<file path="config.mk">
export PLATFORM = sky130hd
export DESIGN_NAME = mux_data_gen
export DESIGN_NICKNAME = d
export VERILOG_FILES = /design/src/rtl/i2c_tb_pkg.sv /design/src/rtl/axis_reg_slice.sv /design/src/rtl/mux_data_gen.sv
export SDC_FILE = /design/constraint.sdc
export NUM_CORES = 1
export LEC_CHECK = 0
export ABC_AREA = 1
export ABC_CLOCK_PERIOD_IN_PS = 3800
export CAP_MARGIN = 40
export CORE_ASPECT_RATIO = 1.4
export CORE_MARGIN = 2
export CORE_UTILIZATION = 38
export DETAILED_ROUTE_END_ITERATION = 6
export GPL_ROUTABILITY_DRIVEN = 0
export HOLD_SLACK_MARGIN = 0.02
export PLACE_DENSITY_LB_ADDON = 0.08
export SETUP_SLACK_MARGIN = 0.05
export SLEW_MARGIN = 5
export SYNTH_ARGS = -nofsm -noshare
export SYNTH_HDL_FRONTEND = slang
export SYNTH_HIERARCHICAL = 1
export SYNTH_SLANG_ARGS = --single-unit
</file>
<file path="constraint.sdc">
create_clock -name clk -period 3.8 [get_ports clk]
set_clock_uncertainty 0.1 [all_clocks]
set_input_delay 0.76 -clock clk [delete_from_list [all_inputs] [get_ports clk]]
set_output_delay 0.76 -clock clk [all_outputs]
set_load 0.005 [all_outputs]
</file>
<file path="src/rtl/i2c_tb_pkg.sv">
// Shared types for the I2C bench stream plumbing: destination encoding and count.
package i2c_tb_pkg;

    typedef enum logic [2:0] {
        DST_NONE = 3'd0,
        DST_M1   = 3'd1,
        DST_M2   = 3'd2,
        DST_S1   = 3'd3,
        DST_S2   = 3'd4,
        DST_S3   = 3'd5
    } dest_e;

    localparam int NUM_DEST = 5;

    function automatic logic dest_valid(input logic [2:0] s);
        return (s >= 3'd1) && (s <= 3'(NUM_DEST));
    endfunction

endpackage

</file>
<file path="src/rtl/axis_reg_slice.sv">
// Single-entry AXI-Stream holding register; full throughput when the sink keeps ready high.
module axis_reg_slice
    import i2c_tb_pkg::*;
#(
    parameter int DATA_WIDTH = 8
) (
    input  logic                  clk,
    input  logic                  rst,
    input  logic                  i_load,
    input  logic [DATA_WIDTH-1:0] i_data,
    input  logic                  i_last,
    input  dest_e                 i_dest,
    input  logic                  i_out_ready,
    output logic                  o_full,
    output logic [DATA_WIDTH-1:0] o_data,
    output logic                  o_last,
    output dest_e                 o_dest,
    output logic                  o_in_ready
);

    logic                  r_full;
    logic [DATA_WIDTH-1:0] r_data;
    logic                  r_last;
    dest_e                 r_dest;

    // A load always wins over a drain, so a simultaneous drain+load keeps full set.
    always_ff @(posedge clk) begin
        if (rst) begin
            r_full <= 1'b0;
            r_data <= '0;
            r_last <= 1'b0;
            r_dest <= DST_NONE;
        end else if (i_load) begin
            r_full <= 1'b1;
            r_data <= i_data;
            r_last <= i_last;
            r_dest <= i_dest;
        end else if (r_full && i_out_ready) begin
            r_full <= 1'b0;
        end
    end

    assign o_full     = r_full;
    assign o_data     = r_data;
    assign o_last     = r_last;
    assign o_dest     = r_dest;
    assign o_in_ready = !r_full || i_out_ready;

endmodule

</file>
<file path="src/rtl/mux_data_gen.sv">
// 1-to-5 AXI-Stream router: destination chosen from sel on a packet's first beat and held to tlast.
module mux_data_gen
    import i2c_tb_pkg::*;
#(
    parameter int DATA_WIDTH = 8
) (
    input  logic                  clk,
    input  logic                  rst,
    input  logic [2:0]            sel,
    input  logic [DATA_WIDTH-1:0] tdata,
    input  logic                  tvalid,
    input  logic                  tlast,
    output logic                  tready,
    input  logic                  tready_m1,
    input  logic                  tready_m2,
    input  logic                  tready_s1,
    input  logic                  tready_s2,
    input  logic                  tready_s3,
    output logic [DATA_WIDTH-1:0] tdata_m1,
    output logic [DATA_WIDTH-1:0] tdata_m2,
    output logic [DATA_WIDTH-1:0] tdata_s1,
    output logic [DATA_WIDTH-1:0] tdata_s2,
    output logic [DATA_WIDTH-1:0] tdata_s3,
    output logic                  tvalid_m1,
    output logic                  tvalid_m2,
    output logic                  tvalid_s1,
    output logic                  tvalid_s2,
    output logic                  tvalid_s3,
    output logic                  tlast_m1,
    output logic                  tlast_m2,
    output logic                  tlast_s1,
    output logic                  tlast_s2,
    output logic                  tlast_s3
);

    logic                  r_open;
    dest_e                 r_dest_lock;
    dest_e                 w_dest;
    logic                  w_dest_ok;
    logic                  w_accept;
    logic                  w_out_ready;
    logic                  w_full;
    logic                  w_last;
    logic                  w_in_ready;
    logic [DATA_WIDTH-1:0] w_data;
    dest_e                 w_held_dest;

    assign w_dest    = r_open ? r_dest_lock : dest_e'(sel);
    assign w_dest_ok = dest_valid(w_dest);
    assign tready    = !rst && w_dest_ok && w_in_ready;
    assign w_accept  = tvalid && tready;

    always_ff @(posedge clk) begin
        if (rst) begin
            r_open      <= 1'b0;
            r_dest_lock <= DST_NONE;
        end else if (w_accept) begin
            r_open      <= !tlast;
            r_dest_lock <= w_dest;
        end
    end

    // Drain uses the ready of the beat being held, which may belong to the previous packet.
    always_comb begin
        w_out_ready = 1'b0;
        case (w_held_dest)
            DST_M1:  w_out_ready = tready_m1;
            DST_M2:  w_out_ready = tready_m2;
            DST_S1:  w_out_ready = tready_s1;
            DST_S2:  w_out_ready = tready_s2;
            DST_S3:  w_out_ready = tready_s3;
            default: w_out_ready = 1'b0;
        endcase
    end

    axis_reg_slice #(.DATA_WIDTH(DATA_WIDTH)) u_slice (
        .clk         (clk),
        .rst         (rst),
        .i_load      (w_accept),
        .i_data      (tdata),
        .i_last      (tlast),
        .i_dest      (w_dest),
        .i_out_ready (w_out_ready),
        .o_full      (w_full),
        .o_data      (w_data),
        .o_last      (w_last),
        .o_dest      (w_held_dest),
        .o_in_ready  (w_in_ready)
    );

    always_comb begin
        tvalid_m1 = 1'b0; tdata_m1 = '0; tlast_m1 = 1'b0;
        tvalid_m2 = 1'b0; tdata_m2 = '0; tlast_m2 = 1'b0;
        tvalid_s1 = 1'b0; tdata_s1 = '0; tlast_s1 = 1'b0;
        tvalid_s2 = 1'b0; tdata_s2 = '0; tlast_s2 = 1'b0;
        tvalid_s3 = 1'b0; tdata_s3 = '0; tlast_s3 = 1'b0;
        case (w_held_dest)
            DST_M1:  begin tvalid_m1 = w_full; tdata_m1 = w_data; tlast_m1 = w_last; end
            DST_M2:  begin tvalid_m2 = w_full; tdata_m2 = w_data; tlast_m2 = w_last; end
            DST_S1:  begin tvalid_s1 = w_full; tdata_s1 = w_data; tlast_s1 = w_last; end
            DST_S2:  begin tvalid_s2 = w_full; tdata_s2 = w_data; tlast_s2 = w_last; end
            DST_S3:  begin tvalid_s3 = w_full; tdata_s3 = w_data; tlast_s3 = w_last; end
            default: ;
        endcase
    end

endmodule

</file>
==> implementation parameters <==
Parameter                              Value

Synthesis
  Total number of yosys warnings ... 6
  Synthesized area per cell ... 5.64 µm²
  Unique masters post-synth ... 20
  Syn Std Cell Area ... 0.00107 mm²
  Cell count after synthesis ... 190
  Share of synthesized area occupied by flip-flops and latches ... 0.317
  Post-Synthesis Net Count ... 210
  Number of synthesized register bits ... 17

Clock network
  Insertion delay to the later sink of the worst-skew pair ... 290 ps
  Clock transition time at the flip-flop clock pins of the worst setup and hold paths ... 90 ps
  Cts repair resizes ... 0
  Clock buffer count from CTS ... 3
  Clock sinks ... 17
  CTS H-tree depth ... 1
  Largest buffer count on any clock path ... 2
  Post-CTS setup buffer count ... 0
  Hold Buf Count CTS ... 0
  CTS tree ... built
  Root Buffer Master ... sky130_fd_sc_hd__clkbuf_4

Power and ir drop
  P per Cell Area ... 233 mW/mm²
  Peak supply drop ... 256 µV
  PnR Total Power ... 0.427 mW
  Pleak ... 0.743 nW

Global route
  Number of antenna violations at the first check in global routing ... 0
  GRT Resource Usage Total ... 0.211
  Wire length of the first global-routing pass ... 5460 µm
  Via count of the first global-routing pass ... 1,241
  Largest net degree at the start of global routing ... 14
  Congestion Overflow GR ... 0

Detailed routing
  Via Count ... 1,380
  1st-iter DRT viols ... 32
  Antenna Violating Nets Remaining ... 0
  Final WL ... 3200 µm
  Total DRC errors in the routed layout ... 0
  Avg WL per Cell ... 10.7 µm
  Via count normalized by instance count ... 4.63
  Length of the first detailed-routing pass in iterations ... 4

Run status
  Result of the run ... completed

Place
  Placed Cells incl. Taps ... 294
  Placed cell areas ... 0.00181 mm²
  Worst setup timing slack at the placement stage ... 375 ps
  Dpl hpwl ... 2640 µm
  Quantity of I/O buffers inserted on ports ... 70

Floorplan
  Y dimension of the die ... 66.9 µm
  Num ports ... 71
  Starting utilization of the core area ... 0.406
  Core Rows ... 22
  Die Area ... 0.00327 mm²
  Standard cell core area ... 0.00264 mm²
  Die outline width ... 48.9 µm

Timing
  Post-layout minimum cycle time ... 3430 ps
  Final number of setup-violating endpoints ... 0
  Minimum setup slack in the final design ... 369 ps
  Worst-margin pin slew ... 335 ps
  Post-route fraction of the period consumed by the critical path ... 0.903
  Worst hold margin ... 394 ps
  Highest clock frequency the design can meet ... 291 MHz
  Max-slew violations ... 0
  Relative max-transition margin ... 0.777
  Setup Total Neg Slack ... 0 ps
  Setup repair after global routing missed its margin ... no
  Hold violation count in the final report ... 0

Worst setup path
  Number of cell instances on the worst register-to-register path ... 13
  Worst flop-to-flop path endpoint ... u_slice/o_data[7]$_SDFFE_PP0P_
  Critical path buffers and inverters ... 6
  Worst reg2reg path startpoint ... u_slice/o_dest[1]$_SDFFE_PP0P_
  Kind of start point of the critical path ... input port
  Critical-path cell list ... clkdlybuf4s50_1, inv_1, o22ai_1, inv_1, nand4_1, inv_1, nand2_1, nand2_1, a21oi_4, nand2_1, inv_1, clkdlybuf4s50_1
  Critical Path AT ... 2570 ps
  Crit-path most repeated cell ... sky130_fd_sc_hd__inv_1
  Worst Setup SP ... tready_s3
  Critical-path cell with the highest stage delay ... sky130_fd_sc_hd__clkdlybuf4s50_1
  Worst Path Class, Setup ... in -> out
  Maximum fanout along the worst path ... 6
  Required time worst endpoint ... 2940 ps
  Critical path capture point type ... output port
  Delay of the slowest cell on the worst path ... 490 ps
  Worst reg-to-reg setup slack ... 1460 ps
  Delay-heaviest family, CP ... buffers and inverters

Layout
  Final cell count without fillers ... 298
  Proportion of layout cells with a drive suffix above 1 ... 0.0496
  Ant diodes ... 0
  NumNets Final ... 283
  Area added between synthesis and finish ... 70.9%
  Final core occ ... 0.694
  Non-Filler Cell Area, Final ... 0.00183 mm²
  Number of filler cells placed in the layout ... 258

Worst hold path
  Worst hold endpoint ... u_slice/o_data[1]$_SDFFE_PP0P_
  Worst Hold Launch ... u_slice/o_data[1]$_SDFFE_PP0P_
  WHS Path Cells ... 2
  Class of the most critical hold timing path ... reg -> reg

Flow run
  Max Cap Viol ... 0
-- logic make-up after synthesis --
| group | Yosys count | synth area share |
|---|---|---|
| flip-flops | 17 | 0.317 |
| AND/OR/NAND/NOR | 117 | 0.439 |
| buffers and inverters | 40 | 0.154 |
| AO/OA/AOI/OAI | 16 | 0.0899 |
-- sequential cells by signal, indices dropped and copies added (netlist names) --
name,count
r_dest_lock,3
u_slice/o_dest,3
r_open,1
u_slice/o_full,1
u_slice/o_last,1
u_slice/o_data,8
-- synth_stat cells --
cell type | count | area share
sky130_fd_sc_hd__dfxtp_1 | 17 | 0.32
sky130_fd_sc_hd__o21ai_1 | 2 | 0.0093
sky130_fd_sc_hd__o21ai_0 | 11 | 0.051
sky130_fd_sc_hd__a21oi_2 | 1 | 0.0082
sky130_fd_sc_hd__nand2_1 | 25 | 0.088
sky130_fd_sc_hd__nand3_1 | 3 | 0.014
sky130_fd_sc_hd__nor3_1 | 3 | 0.014
sky130_fd_sc_hd__nor2_1 | 78 | 0.27
sky130_fd_sc_hd__inv_2 | 2 | 0.0070
sky130_fd_sc_hd__clkbuf_4 | 1 | 0.0070
sky130_fd_sc_hd__buf_4 | 1 | 0.0070
sky130_fd_sc_hd__nand3_2 | 1 | 0.0093
sky130_fd_sc_hd__clkbuf_1 | 2 | 0.0070
sky130_fd_sc_hd__nand2_2 | 2 | 0.012
sky130_fd_sc_hd__a21oi_4 | 1 | 0.015
sky130_fd_sc_hd__clkinv_1 | 3 | 0.011
sky130_fd_sc_hd__o22ai_1 | 1 | 0.0058
sky130_fd_sc_hd__nand4_1 | 5 | 0.029
sky130_fd_sc_hd__inv_1 | 30 | 0.11
sky130_fd_sc_hd__buf_6 | 1 | 0.011
-- metal layers --
metal  vias up  wire length [µm]  GRT usage
met5         -                 0          0
met4         0                42     0.0750
met3         4               256     0.0448
met2        64              1480      0.385
met1       598              1420      0.241
li1        714                 -          -
-- worst max-delay path by stage --
stage	end	cells past startpoint
2_1_floorplan	tready	10
3_3_place_gp	tready	12
3_5_place_dp	tready	12
4_1_cts	tready	12
5_1_grt	tready	12
6_report	tready	12
-- placed cells by master (no fill, tap or decap) --
cell type | netlist | final
sky130_fd_sc_hd__nor2_1 | 78 | 78
sky130_fd_sc_hd__clkdlybuf4s50_1 | 0 | 70
sky130_fd_sc_hd__inv_1 | 30 | 30
sky130_fd_sc_hd__nand2_1 | 25 | 25
sky130_fd_sc_hd__dfxtp_1 | 17 | 17
sky130_fd_sc_hd__o21ai_0 | 11 | 11
sky130_fd_sc_hd__nand4_1 | 5 | 5
sky130_fd_sc_hd__nand3_1 | 3 | 3
sky130_fd_sc_hd__nor3_1 | 3 | 3
sky130_fd_sc_hd__clkinv_1 | 3 | 3
sky130_fd_sc_hd__clkbuf_4 | 1 | 3
sky130_fd_sc_hd__buf_4 | 1 | 3
sky130_fd_sc_hd__inv_2 | 2 | 2
sky130_fd_sc_hd__nand2_2 | 2 | 2
sky130_fd_sc_hd__o21ai_1 | 2 | 2
sky130_fd_sc_hd__a21oi_4 | 1 | 1
sky130_fd_sc_hd__nand3_2 | 1 | 1
sky130_fd_sc_hd__o22ai_1 | 1 | 1
sky130_fd_sc_hd__clkbuf_1 | 2 | 1
sky130_fd_sc_hd__a21oi_2 | 1 | 1
-- worst min-delay path, cell delays in order, from the launching register on --
cell	delay (ps)
sky130_fd_sc_hd__dfxtp_1	340
sky130_fd_sc_hd__o21ai_1	60
sky130_fd_sc_hd__nor2_1	70
-- power by group --
| group | leakage, nW | internal [mW] | switching [mW] |
|---|---|---|---|
| Combinational | 0.589 | 0.0557 | 0.0726 |
| Clock | 0.0150 | 0.0409 | 0.0537 |
| Sequential | 0.140 | 0.194 | 0.0100 |
-- area by class of cell --
cell class | instances | area (µm²) | area share
inverters | 35 | 131 | 0.0717
well taps | 36 | 45.0 | 0.0246
flip-flops and latches | 17 | 340 | 0.186
repair buffers | 73 | 723 | 0.395
clock buffers | 4 | 26.3 | 0.0143
multi-input cells | 133 | 567 | 0.309
No activity file was read; power rests on OpenSTA's default activity.
